<file path="src/rtl/pa_fdsu_pack_pipe.sv">
// FDSU result-pack stage: two-entry valid/ready pipeline that packs the rounded fraction/exponent into an IEEE word plus fflags.
// Optional sticky fflags accumulator enabled by defining FDSU_PACK_FFLAGS_ACC_EN.
module pa_fdsu_pack_pipe #(
  parameter int EXP_W  = 8,
  parameter int FRAC_W = 23
) (
  input  logic                      forever_cpuclk,
  input  logic                      cpurst_b,
  input  logic                      pack_in_vld,
  output logic                      pack_in_rdy,
  input  logic [FRAC_W+2:0]         pack_in_frac,
  input  logic [EXP_W+1:0]          pack_in_expnt,
  input  logic                      pack_in_sign,
  input  logic                      pack_in_nx,
  input  logic                      pack_in_of,
  input  logic                      pack_in_uf,
  input  logic                      pack_in_potnt_of,
  input  logic                      pack_in_potnt_uf,
  input  logic                      pack_in_result_nor,
  input  logic                      pack_in_of_rm_lfn,
  input  logic                      pack_in_result_inf,
  input  logic                      pack_in_result_lfn,
  input  logic                      pack_in_rslt_denorm,
  input  logic                      pack_in_denorm_to_tiny,
  input  logic [1:0]                pack_in_potnt_norm,
  input  logic [4:0]                pack_in_freg,
  input  logic                      pack_flush,
  output logic                      pack_out_vld,
  input  logic                      pack_out_rdy,
  output logic [EXP_W+FRAC_W:0]     pack_out_data,
  output logic [4:0]                pack_out_fflags,
  output logic [4:0]                pack_out_freg
`ifdef FDSU_PACK_FFLAGS_ACC_EN
  ,
  output logic [4:0]                pack_fflags_acc,
  input  logic                      pack_fflags_clr
`endif
);

  logic [1:0]              w_top2;
  logic signed [EXP_W+1:0] w_expnt_s;
  logic signed [31:0]      w_e_s;
  logic [31:0]             w_shamt;
  logic                    w_dn_in_range;
  logic [EXP_W-1:0]        w_adj;
  logic [FRAC_W-1:0]       w_norm_frac;
  logic [FRAC_W-1:0]       w_dn_frac;
  logic                    w_dpn;
  logic                    w_of_plus;
  logic                    w_uf_plus;
  logic                    w_s1_xfer;
  logic                    w_s2_load;
  logic [EXP_W+FRAC_W:0]   w_s2_data;
  logic [4:0]              w_s2_fflags;

  logic                    r_s1_vld;
  logic                    r_s1_sign;
  logic                    r_s1_nx;
  logic                    r_s1_of;
  logic                    r_s1_uf;
  logic                    r_s1_dpn;
  logic                    r_s1_rslt_denorm;
  logic                    r_s1_of_plus;
  logic                    r_s1_uf_plus;
  logic                    r_s1_inf;
  logic                    r_s1_lfn;
  logic [EXP_W-1:0]        r_s1_adj;
  logic [FRAC_W-1:0]       r_s1_norm_frac;
  logic [FRAC_W-1:0]       r_s1_dn_frac;
  logic [4:0]              r_s1_freg;

  logic                    r_s2_vld;
  logic [EXP_W+FRAC_W:0]   r_s2_data;
  logic [4:0]              r_s2_fflags;
  logic [4:0]              r_s2_freg;

  assign w_top2    = pack_in_frac[FRAC_W+2:FRAC_W+1];
  assign w_expnt_s = $signed(pack_in_expnt);
  assign w_e_s     = 32'(w_expnt_s);

  // Adjusted exponent only needs the low EXP_W bits; modulo arithmetic keeps them exact.
  always_comb begin
    w_adj       = pack_in_expnt[EXP_W-1:0];
    w_norm_frac = pack_in_frac[FRAC_W+1:2];
    case (w_top2)
      2'b00: begin
        w_adj       = pack_in_expnt[EXP_W-1:0] - EXP_W'(1);
        w_norm_frac = pack_in_frac[FRAC_W-1:0];
      end
      2'b01: begin
        w_adj       = pack_in_expnt[EXP_W-1:0];
        w_norm_frac = pack_in_frac[FRAC_W:1];
      end
      default: begin
        w_adj       = pack_in_expnt[EXP_W-1:0] + EXP_W'(1);
        w_norm_frac = pack_in_frac[FRAC_W+1:2];
      end
    endcase
  end

  // Denormal shift uses the unadjusted exponent; out-of-range exponents flush to 0 or min subnormal.
  assign w_dn_in_range = (w_e_s >= (1 - FRAC_W)) && (w_e_s <= 1);
  assign w_shamt       = 32'(2 - w_e_s);

  always_comb begin
    w_dn_frac = pack_in_denorm_to_tiny ? FRAC_W'(1) : '0;
    if (w_dn_in_range)
      w_dn_frac = FRAC_W'(pack_in_frac >> w_shamt);
  end

  assign w_dpn     = (pack_in_potnt_norm[1] & pack_in_frac[FRAC_W+1])
                   | (pack_in_potnt_norm[0] & pack_in_frac[FRAC_W+2]);
  assign w_of_plus = pack_in_potnt_of & (|w_top2) & pack_in_result_nor;
  assign w_uf_plus = pack_in_potnt_uf & ~(|w_top2) & pack_in_result_nor;

  assign w_s2_load   = ~r_s2_vld | pack_out_rdy;
  assign pack_in_rdy = ~r_s1_vld | w_s2_load;
  assign w_s1_xfer   = pack_in_vld & pack_in_rdy;

  always_ff @(posedge forever_cpuclk) begin
    if (!cpurst_b) begin
      r_s1_vld <= 1'b0;
      r_s2_vld <= 1'b0;
    end else if (pack_flush) begin
      r_s1_vld <= 1'b0;
      r_s2_vld <= 1'b0;
    end else begin
      if (pack_in_rdy)
        r_s1_vld <= pack_in_vld;
      if (w_s2_load)
        r_s2_vld <= r_s1_vld;
    end
  end

  always_ff @(posedge forever_cpuclk) begin
    if (!cpurst_b) begin
      r_s1_sign        <= 1'b0;
      r_s1_nx          <= 1'b0;
      r_s1_of          <= 1'b0;
      r_s1_uf          <= 1'b0;
      r_s1_dpn         <= 1'b0;
      r_s1_rslt_denorm <= 1'b0;
      r_s1_of_plus     <= 1'b0;
      r_s1_uf_plus     <= 1'b0;
      r_s1_inf         <= 1'b0;
      r_s1_lfn         <= 1'b0;
      r_s1_adj         <= '0;
      r_s1_norm_frac   <= '0;
      r_s1_dn_frac     <= '0;
      r_s1_freg        <= '0;
    end else if (w_s1_xfer) begin
      r_s1_sign        <= pack_in_sign;
      r_s1_nx          <= pack_in_nx;
      r_s1_of          <= pack_in_of;
      r_s1_uf          <= pack_in_uf;
      r_s1_dpn         <= w_dpn;
      r_s1_rslt_denorm <= pack_in_rslt_denorm & ~w_dpn;
      r_s1_of_plus     <= w_of_plus;
      r_s1_uf_plus     <= w_uf_plus;
      r_s1_inf         <= (w_of_plus & ~pack_in_of_rm_lfn) | pack_in_result_inf;
      r_s1_lfn         <= (w_of_plus & pack_in_of_rm_lfn) | pack_in_result_lfn;
      r_s1_adj         <= w_adj;
      r_s1_norm_frac   <= w_norm_frac;
      r_s1_dn_frac     <= w_dn_frac;
      r_s1_freg        <= pack_in_freg;
    end
  end

  // Special-result priority: inf over lfn over denormal over normal.
  always_comb begin
    w_s2_data = {r_s1_sign, r_s1_adj, r_s1_norm_frac};
    if (r_s1_inf)
      w_s2_data = {r_s1_sign, {EXP_W{1'b1}}, {FRAC_W{1'b0}}};
    else if (r_s1_lfn)
      w_s2_data = {r_s1_sign, {{(EXP_W-1){1'b1}}, 1'b0}, {FRAC_W{1'b1}}};
    else if (r_s1_rslt_denorm)
      w_s2_data = {r_s1_sign, {EXP_W{1'b0}}, r_s1_dn_frac};
  end

  assign w_s2_fflags = {2'b00,
                        r_s1_of | r_s1_of_plus,
                        ((r_s1_uf & ~r_s1_dpn) | r_s1_uf_plus) & r_s1_nx,
                        r_s1_nx | r_s1_of | r_s1_of_plus};

  always_ff @(posedge forever_cpuclk) begin
    if (!cpurst_b) begin
      r_s2_data   <= '0;
      r_s2_fflags <= '0;
      r_s2_freg   <= '0;
    end else if (r_s1_vld && w_s2_load) begin
      r_s2_data   <= w_s2_data;
      r_s2_fflags <= w_s2_fflags;
      r_s2_freg   <= r_s1_freg;
    end
  end

  assign pack_out_vld    = r_s2_vld;
  assign pack_out_data   = r_s2_data;
  assign pack_out_fflags = r_s2_fflags;
  assign pack_out_freg   = r_s2_freg;

`ifdef FDSU_PACK_FFLAGS_ACC_EN
  logic       w_out_xfer;
  logic [4:0] r_fflags_acc;

  assign w_out_xfer = r_s2_vld & pack_out_rdy;

  // A clear coinciding with a transfer leaves exactly that transfer's flags.
  always_ff @(posedge forever_cpuclk) begin
    if (!cpurst_b)
      r_fflags_acc <= '0;
    else if (pack_fflags_clr)
      r_fflags_acc <= w_out_xfer ? r_s2_fflags : 5'b00000;
    else if (w_out_xfer)
      r_fflags_acc <= r_fflags_acc | r_s2_fflags;
  end

  assign pack_fflags_acc = r_fflags_acc;
`endif

endmodule

</file>
<file path="config.mk">
export PLATFORM = sky130hd
export DESIGN_NAME = pa_fdsu_pack_pipe
export DESIGN_NICKNAME = d
export VERILOG_FILES = /design/src/rtl/pa_fdsu_pack_pipe.sv
export SDC_FILE = /design/constraint.sdc
export NUM_CORES = 1
export LEC_CHECK = 0
export ABC_AREA = 1
export ABC_CLOCK_PERIOD_IN_PS = 3100
export BUFFER_PORTS_ARGS = -buffer_cell sky130_fd_sc_hd__buf_2
export CORE_UTILIZATION = 52
export CTS_CLUSTER_DIAMETER = 60
export DETAILED_ROUTE_END_ITERATION = 10
export GPL_TIMING_DRIVEN = 0
export PLACE_DENSITY = 0.74
export SYNTH_ARGS = -nofsm -noshare
export SYNTH_HDL_FRONTEND = slang
export SYNTH_SLANG_ARGS = --single-unit
</file>
<file path="constraint.sdc">
create_clock -name forever_cpuclk -period 3.1 [get_ports forever_cpuclk]
set_input_delay 0.62 -clock forever_cpuclk [delete_from_list [all_inputs] [get_ports forever_cpuclk]]
set_output_delay 0.62 -clock forever_cpuclk [all_outputs]
set_load 0.01 [all_outputs]
</file>
==> impl_metrics.json, run 1 <==
{
  "gp_congestion": 1.01,
  "grt_use_total": 0.362,
  "ys_ff_latch": 111,
  "hold_violations": 0,
  "fillCellCount": 1201,
  "syn_inst": 1001,
  "cp_top_family": "buffers and inverters",
  "ir_drop_v": 0.000231,
  "path_cells": "buf_2 > clkinv_2 > ha_1 > buf_2 > clkinvlp_4 > clkbuf_1 > nand3_1 > nand3_1 > nand3_1 > nand3_1 > nand3_1 > a21oi_1",
  "syn_area_per_cell_um2": 6.46,
  "grt_overflow": 0,
  "status": "finished, final reports clean",
  "mostFrequentLayoutCell": "nand2_1",
  "drt-wirelength-per-cell_um": 17.4,
  "cts_tree": "done",
  "tightest_slew_ns": 0.622,
  "worst_setup_path_start_kind": "primary input",
  "areaGrowthSynthToFinish_pct": 16.3,
  "die_w_um": 114,
  "clkTransAtPathRegs_ns": 0.07,
  "leakage_nw": 3.33,
  "synth_flop_cell": "dfxtp_1",
  "worst_skew_pair.late_latency_ns": 0.35,
  "cts_made_buffers": 9,
  "cts_buffer_depth": 2,
  "fin_crit_ns": 2.96,
  "post-route-period-util": 0.954,
  "max_stage_delay_ns": 0.39,
  "h-tree-depth": 3,
  "synth_edf_count": 0,
  "seq_area_frac_synth": 0.343,
  "cp-startpoint": "pack_in_expnt[0]",
  "seqCellArea_mm2": 0.00222,
  "io-pin-count": 104,
  "drive_gt1_frac": 0.143,
  "ant_nets": 0,
  "fin_nets": 1185,
  "post_synth_num_cell_types": 42,
  "routed_wl_mm": 22.4,
  "p_total_mw": 3.48,
  "p_per_area_mw_per_mm2": 463,
  "crit_path_frequent_cell": "nand3_1",
  "synth_warnings": 0,
  "coreArea_mm2": 0.0121,
  "io_buffer_count": 100,
  "hold_path.class": "reg2reg",
  "cp.required_ns": 3.33,
  "relSlewSlack": 0.586,
  "path_buf_inv": 5,
  "die-area_mm2": 0.0129,
  "critPathCaptureType": "flip-flop",
  "maxCapViolCount": 0,
  "critPathMaxFanout": 19,
  "fmax_mhz": 338,
  "grt_max_degree": 20,
  "via_count": 7333,
  "post-route-util": 0.624,
  "reg2reg_from": "pack_out_vld",
  "place.detailed.hpwl_mm": 17.5,
  "reg2reg_slack_ns": 1.10,
  "cp.arrival_ns": 3.19,
  "first_pass_iters": 5,
  "skew_ns": 0.00596,
  "multi_input_area_mm2": 0.00373,
  "final_cell_mix": "273 x nand2_1, 144 x nand3_1, 111 x dfxtp_1, 110 x buf_2, 73 x a21oi_1",
  "drv_slew": 0,
  "ys_async_sr_fraction": 0,
  "cts.sinks": 111,
  "drt-initial-drc-count": 755,
  "rsz0062_at_grt": "false",
  "die_h_um": 114,
  "initial_utilization": 0.536,
  "setup_violations": 0,
  "netlist_area_mm2": 0.00647,
  "viasPerCell": 5.70,
  "grt_antenna_before_repair": 0,
  "hp-start": "pack_out_data[17]",
  "drc": 0,
  "rows": 40,
  "crit_type": "in2reg",
  "grt_pass1_wl_mm": 36.1,
  "critical_path.slowest_cell": "ha_1",
  "hold_buffers": 0,
  "grt_pass1_vias": 6658,
  "diodes": 0,
  "ctsRootBufferMaster": "clkbuf_16"
}
worst reg2reg max path, cell delays in order, from the launching register on:
cell and delay (ns):
dfxtp_1 0.34, nand3_1 0.12, nand2_1 0.27, clkbuf_1 0.52, clkbuf_1 0.40, nand2_1 0.12
a21oi_1 0.16
stage by stage:
stage	setup TNS (ns)	hold slack, ns	setup slack [ns]	instances	cell area [um^2]
4_1_cts	0	0.463	0.139	1285	7500
2_1_floorplan	0	0.440	0.0245	1002	6470
3_5_place_dp	-9.36	0.452	-0.835	1270	7180
5_1_grt	0	0.475	0.0273	1287	7520
3_3_place_gp	-10.29	0.451	-0.759	1270	7180
6_report	0	0.463	0.141	1287	7520
synthesized netlist by cell type, types with 7 or more instances:
master | number | area share
nand3_1 | 144 | 0.11
ha_1 | 10 | 0.019
a31oi_1 | 27 | 0.026
nor2_1 | 66 | 0.038
buf_2 | 10 | 0.0077
a22oi_1 | 20 | 0.023
nand2_1 | 273 | 0.16
nand4_1 | 17 | 0.016
inv_1 | 53 | 0.031
o21ai_0 | 70 | 0.054
dfxtp_1 | 111 | 0.34
o21ai_1 | 15 | 0.012
nor3_1 | 7 | 0.0054
a21oi_1 | 73 | 0.056
clkbuf_1 | 54 | 0.031
routing by layer:
layer  track usage  routed length (um)  vias to the layer above
met5             0                   0                        -
met4         0.149                 818                        0
met3        0.0308                1500                       41
met2         0.587               10100                      321
met1         0.497                9940                     3360
li1              -                   -                     3611
worst paths after layout:
kind                            end  cells after the start
setup / recovery    r_s1_dn_frac[0]                     12
hold / removal    pack_out_data[17]                      2
setup reg to reg    r_s1_dn_frac[6]                      6
hold reg to reg   pack_out_data[17]                      2
logic make-up (layout without fill, tap and decap cells):
| logic type | after synthesis | count (layout) | share of synthesized area |
|---|---|---|---|
| AOI/OAI and AO/OA | 224 | 224 | 0.196 |
| xor gates and xnor gates | 6 | 6 | 0.00928 |
| adders and majority gates | 11 | 11 | 0.0224 |
| buffers and inverters | 129 | 246 | 0.0820 |
| DFF | 111 | 111 | 0.343 |
| other | 1 | 2 | 0.000580 |
| and+or+nand+nor | 519 | 519 | 0.347 |
power by group:
group          switching, mW  leakage [nW]  total (mW)  internal [mW]
clock                  0.492         0.156        1.18          0.690
combinational          0.529          2.27       0.773          0.244
sequential            0.0340         0.909        1.53           1.49
total                   1.05          3.33        3.48           2.43
registers in the layout, indices dropped and copies added (netlist names), 3 cells and up:
signal           flops
r_s1_norm_frac      23
pack_out_fflags      3
r_s1_adj             8
pack_out_data       32
r_s1_freg            5
pack_out_freg        5
r_s1_dn_frac        23
layout make-up:
type                       count  area share
clock inverter                 3     0.00532
clock buffer                  13      0.0359
multi-input combinational    762       0.496
sequential                   111       0.295
inverter                      57      0.0291
tap                          168      0.0279
buffer                        71      0.0422
timing repair buffer         102      0.0685
repair_timing:
action	in CTS	in global routing
setup endpoints to repair	13	2
endpoints found under the hold margin	0	0
pin swaps	0	1
gates resized for setup	4	5
buffers inserted	0	2
Power figures use the tool's default switching activity.
==> run 2, diff against run 1 <==
CORE_UTILIZATION = 30   (was 52)
PLACE_DENSITY = 0.46   (was 0.74)
==> run 2 against run 1 <==
Effect of this change:
- non-clock buffer count up 2
- wire length up 13%
- hold slack better by 0.0010 ns
- count of clock-buffer cells in the layout down 3
- critical path depth unchanged
- sequential share of layout area down 0.65 points
- critical path type unchanged
- largest cell class unchanged
==> impl_metrics.json, run 2 (same netlist as run 1, synthesis figures left out) <==
{
  "grt_use_total": 0.230,
  "hold_violations": 0,
  "reg2reg_slack_ns": 0.97,
  "path_cells": "buf_2 > clkinv_1 > buf_2 > ha_1 > buf_2 > buf_1 > nand3_1 > nand3_1 > nand3_1 > nand3_1 > o21ai_1 > a21oi_1",
  "cts_buffer_depth": 2,
  "via_count": 7146,
  "first_pass_iters": 5,
  "drv_slew": 0,
  "diodes": 0,
  "largest_reg_flops": 32,
  "cp.required_ns": 3.39,
  "p_comb_frac": 0.215,
  "min_to": "pack_out_data[11]",
  "gp_congestion": 0.918,
  "areaGrowthSynthToFinish_pct": 18.9,
  "dpl-instance-area_mm2": 0.00732,
  "max_stage_delay_ns": 0.48,
  "place.detailed.hpwl_mm": 19.8,
  "hold_slack_ns": 0.464,
  "ctsRootBufferMaster": "clkbuf_16",
  "io-pin-count": 104,
  "fin_crit_ns": 2.91,
  "r2r-end": "r_s1_dn_frac[5]",
  "path_buf_inv": 5,
  "fmax_mhz": 344,
  "hold_buffers": 0,
  "r2r_cells": 6,
  "h-tree-depth": 3,
  "critPathCaptureType": "flip-flop",
  "skew_ns": 0.00536,
  "maxCapViolCount": 0,
  "p_per_area_mw_per_mm2": 474,
  "die_w_um": 149,
  "viasPerCell": 5.13,
  "grt_overflow": 0,
  "grt_max_degree": 17,
  "drt-wirelength-per-cell_um": 18.2,
  "grt_pass1_vias": 6621,
  "tightest_slew_ns": 0.738,
  "fin_nets": 1187,
  "coreArea_mm2": 0.0211,
  "die_h_um": 149,
  "drt-initial-drc-count": 527,
  "initial_utilization": 0.307,
  "reg2reg_from": "pack_out_vld",
  "pwr-share-seq": 0.419,
  "ir_drop_v": 0.000295,
  "hold_depth": 2,
  "worst_setup_path_start_kind": "primary input",
  "fillCellCount": 2403,
  "critical_path.slowest_cell": "buf_1",
  "dpl_worst_slack_ns": -0.933,
  "grt_pass1_wl_mm": 38.7,
  "p_int_mw": 2.54,
  "fin_cells": 1394,
  "setup_violations": 0,
  "crit_path_frequent_cell": "nand3_1",
  "mostFrequentLayoutCell": "nand2_1",
  "rows": 53,
  "multi_input_area_mm2": 0.00373,
  "cts_made_buffers": 9,
  "leakage_nw": 3.35,
  "seqCellArea_mm2": 0.00222,
  "cts.sinks": 111,
  "status": "finished, final reports clean",
  "die-area_mm2": 0.0222,
  "p_sw_frac": 0.303,
  "post-route-util": 0.365,
  "post-place-cells": 1377,
  "clkPwrFrac": 0.366,
  "grt_antenna_before_repair": 0,
  "post-route-period-util": 0.938,
  "routed_wl_mm": 25.4,
  "hp-start": "pack_out_data[11]",
  "critPathMaxFanout": 12,
  "cp.arrival_ns": 3.20,
  "drc": 0,
  "fin_ws_ns": 0.193,
  "io_buffer_count": 100,
  "relSlewSlack": 0.508,
  "cp_top_family": "buffers and inverters",
  "drive_gt1_frac": 0.144,
  "cts_tree": "done",
  "crit_type": "in2reg",
  "fin_area_mm2": 0.00769,
  "net-switching-power_mw": 1.10,
  "worst_skew_pair.late_latency_ns": 0.35,
  "clkTransAtPathRegs_ns": 0.07,
  "rsz0062_at_grt": "false",
  "hold_path.class": "reg2reg",
  "ant_nets": 0,
  "final_cell_mix": "273 x nand2_1, 144 x nand3_1, 111 x buf_2, 111 x dfxtp_1, 73 x a21oi_1"
}
[run 2: worst max path at each step]
| stage | to | cells after the start | start |
|---|---|---|---|
| 6_report | r_s1_dn_frac[3] | 12 | pack_in_expnt[0] |
| 5_1_grt | r_s1_dn_frac[2] | 12 | pack_in_expnt[0] |
| 4_1_cts | r_s1_adj[7] | 18 | pack_in_frac[25] |
| 3_5_place_dp | r_s1_adj[7] | 18 | pack_in_frac[25] |
| 3_3_place_gp | r_s1_adj[7] | 18 | pack_in_frac[25] |
| 2_1_floorplan | r_s1_adj[7] | 18 | pack_in_frac[25] |
[run 2: worst reg2reg max path, delay by kind of cell, from the launching register on]
family          cells  cell delay [ns]
flops               1             0.35
buf+inv             2             1.03
compound gates      1             0.15
simple gates        3             0.55
[run 2: timing repair]
item,CTS,global route
gates cloned,0,0
setup endpoints to repair,18,10
pin swaps,0,1
resized for setup,5,8
setup buffers,0,3
[run 2: per-layer routing]
| metal | up-vias | global-route usage | share of wire |
|---|---|---|---|
| li1 | 3609 | - | - |
| met1 | 3283 | 0.323 | 0.48 |
| met4 | 0 | 0.0622 | 0.018 |
| met5 | - | 0 | 0 |
| met2 | 231 | 0.364 | 0.44 |
| met3 | 23 | 0.0346 | 0.063 |
[run 2: power groups by stage]
stage / clock network [mW] / registers (mW) / logic, mW
after floorplan: 0 / 1.56 / 0.476
after detailed placement: 0 / 1.56 / 0.766
after global routing: 1.41 / 1.53 / 0.870
after CTS: 1.35 / 1.53 / 0.771
final: 1.33 / 1.53 / 0.784
after global placement: 0 / 1.56 / 0.772
[run 2: area by class of cell]
| class | instances | share of cell area |
|---|---|---|
| multi-input cells | 762 | 0.485 |
| repair buffers | 103 | 0.0680 |
| plain buffers | 72 | 0.0421 |
| flip-flops and latches | 111 | 0.289 |
| clock inverters | 4 | 0.0124 |
| clock buffers | 10 | 0.0311 |
| inverters | 57 | 0.0281 |
| well taps | 275 | 0.0447 |
[run 2: metrics by stage]
step                setup TNS, ns  total power [mW]
floorplan                       0              2.04
global placement           -11.98              2.33
detailed placement         -11.56              2.33
CTS                             0              3.65
global route                    0              3.82
finish                          0              3.65
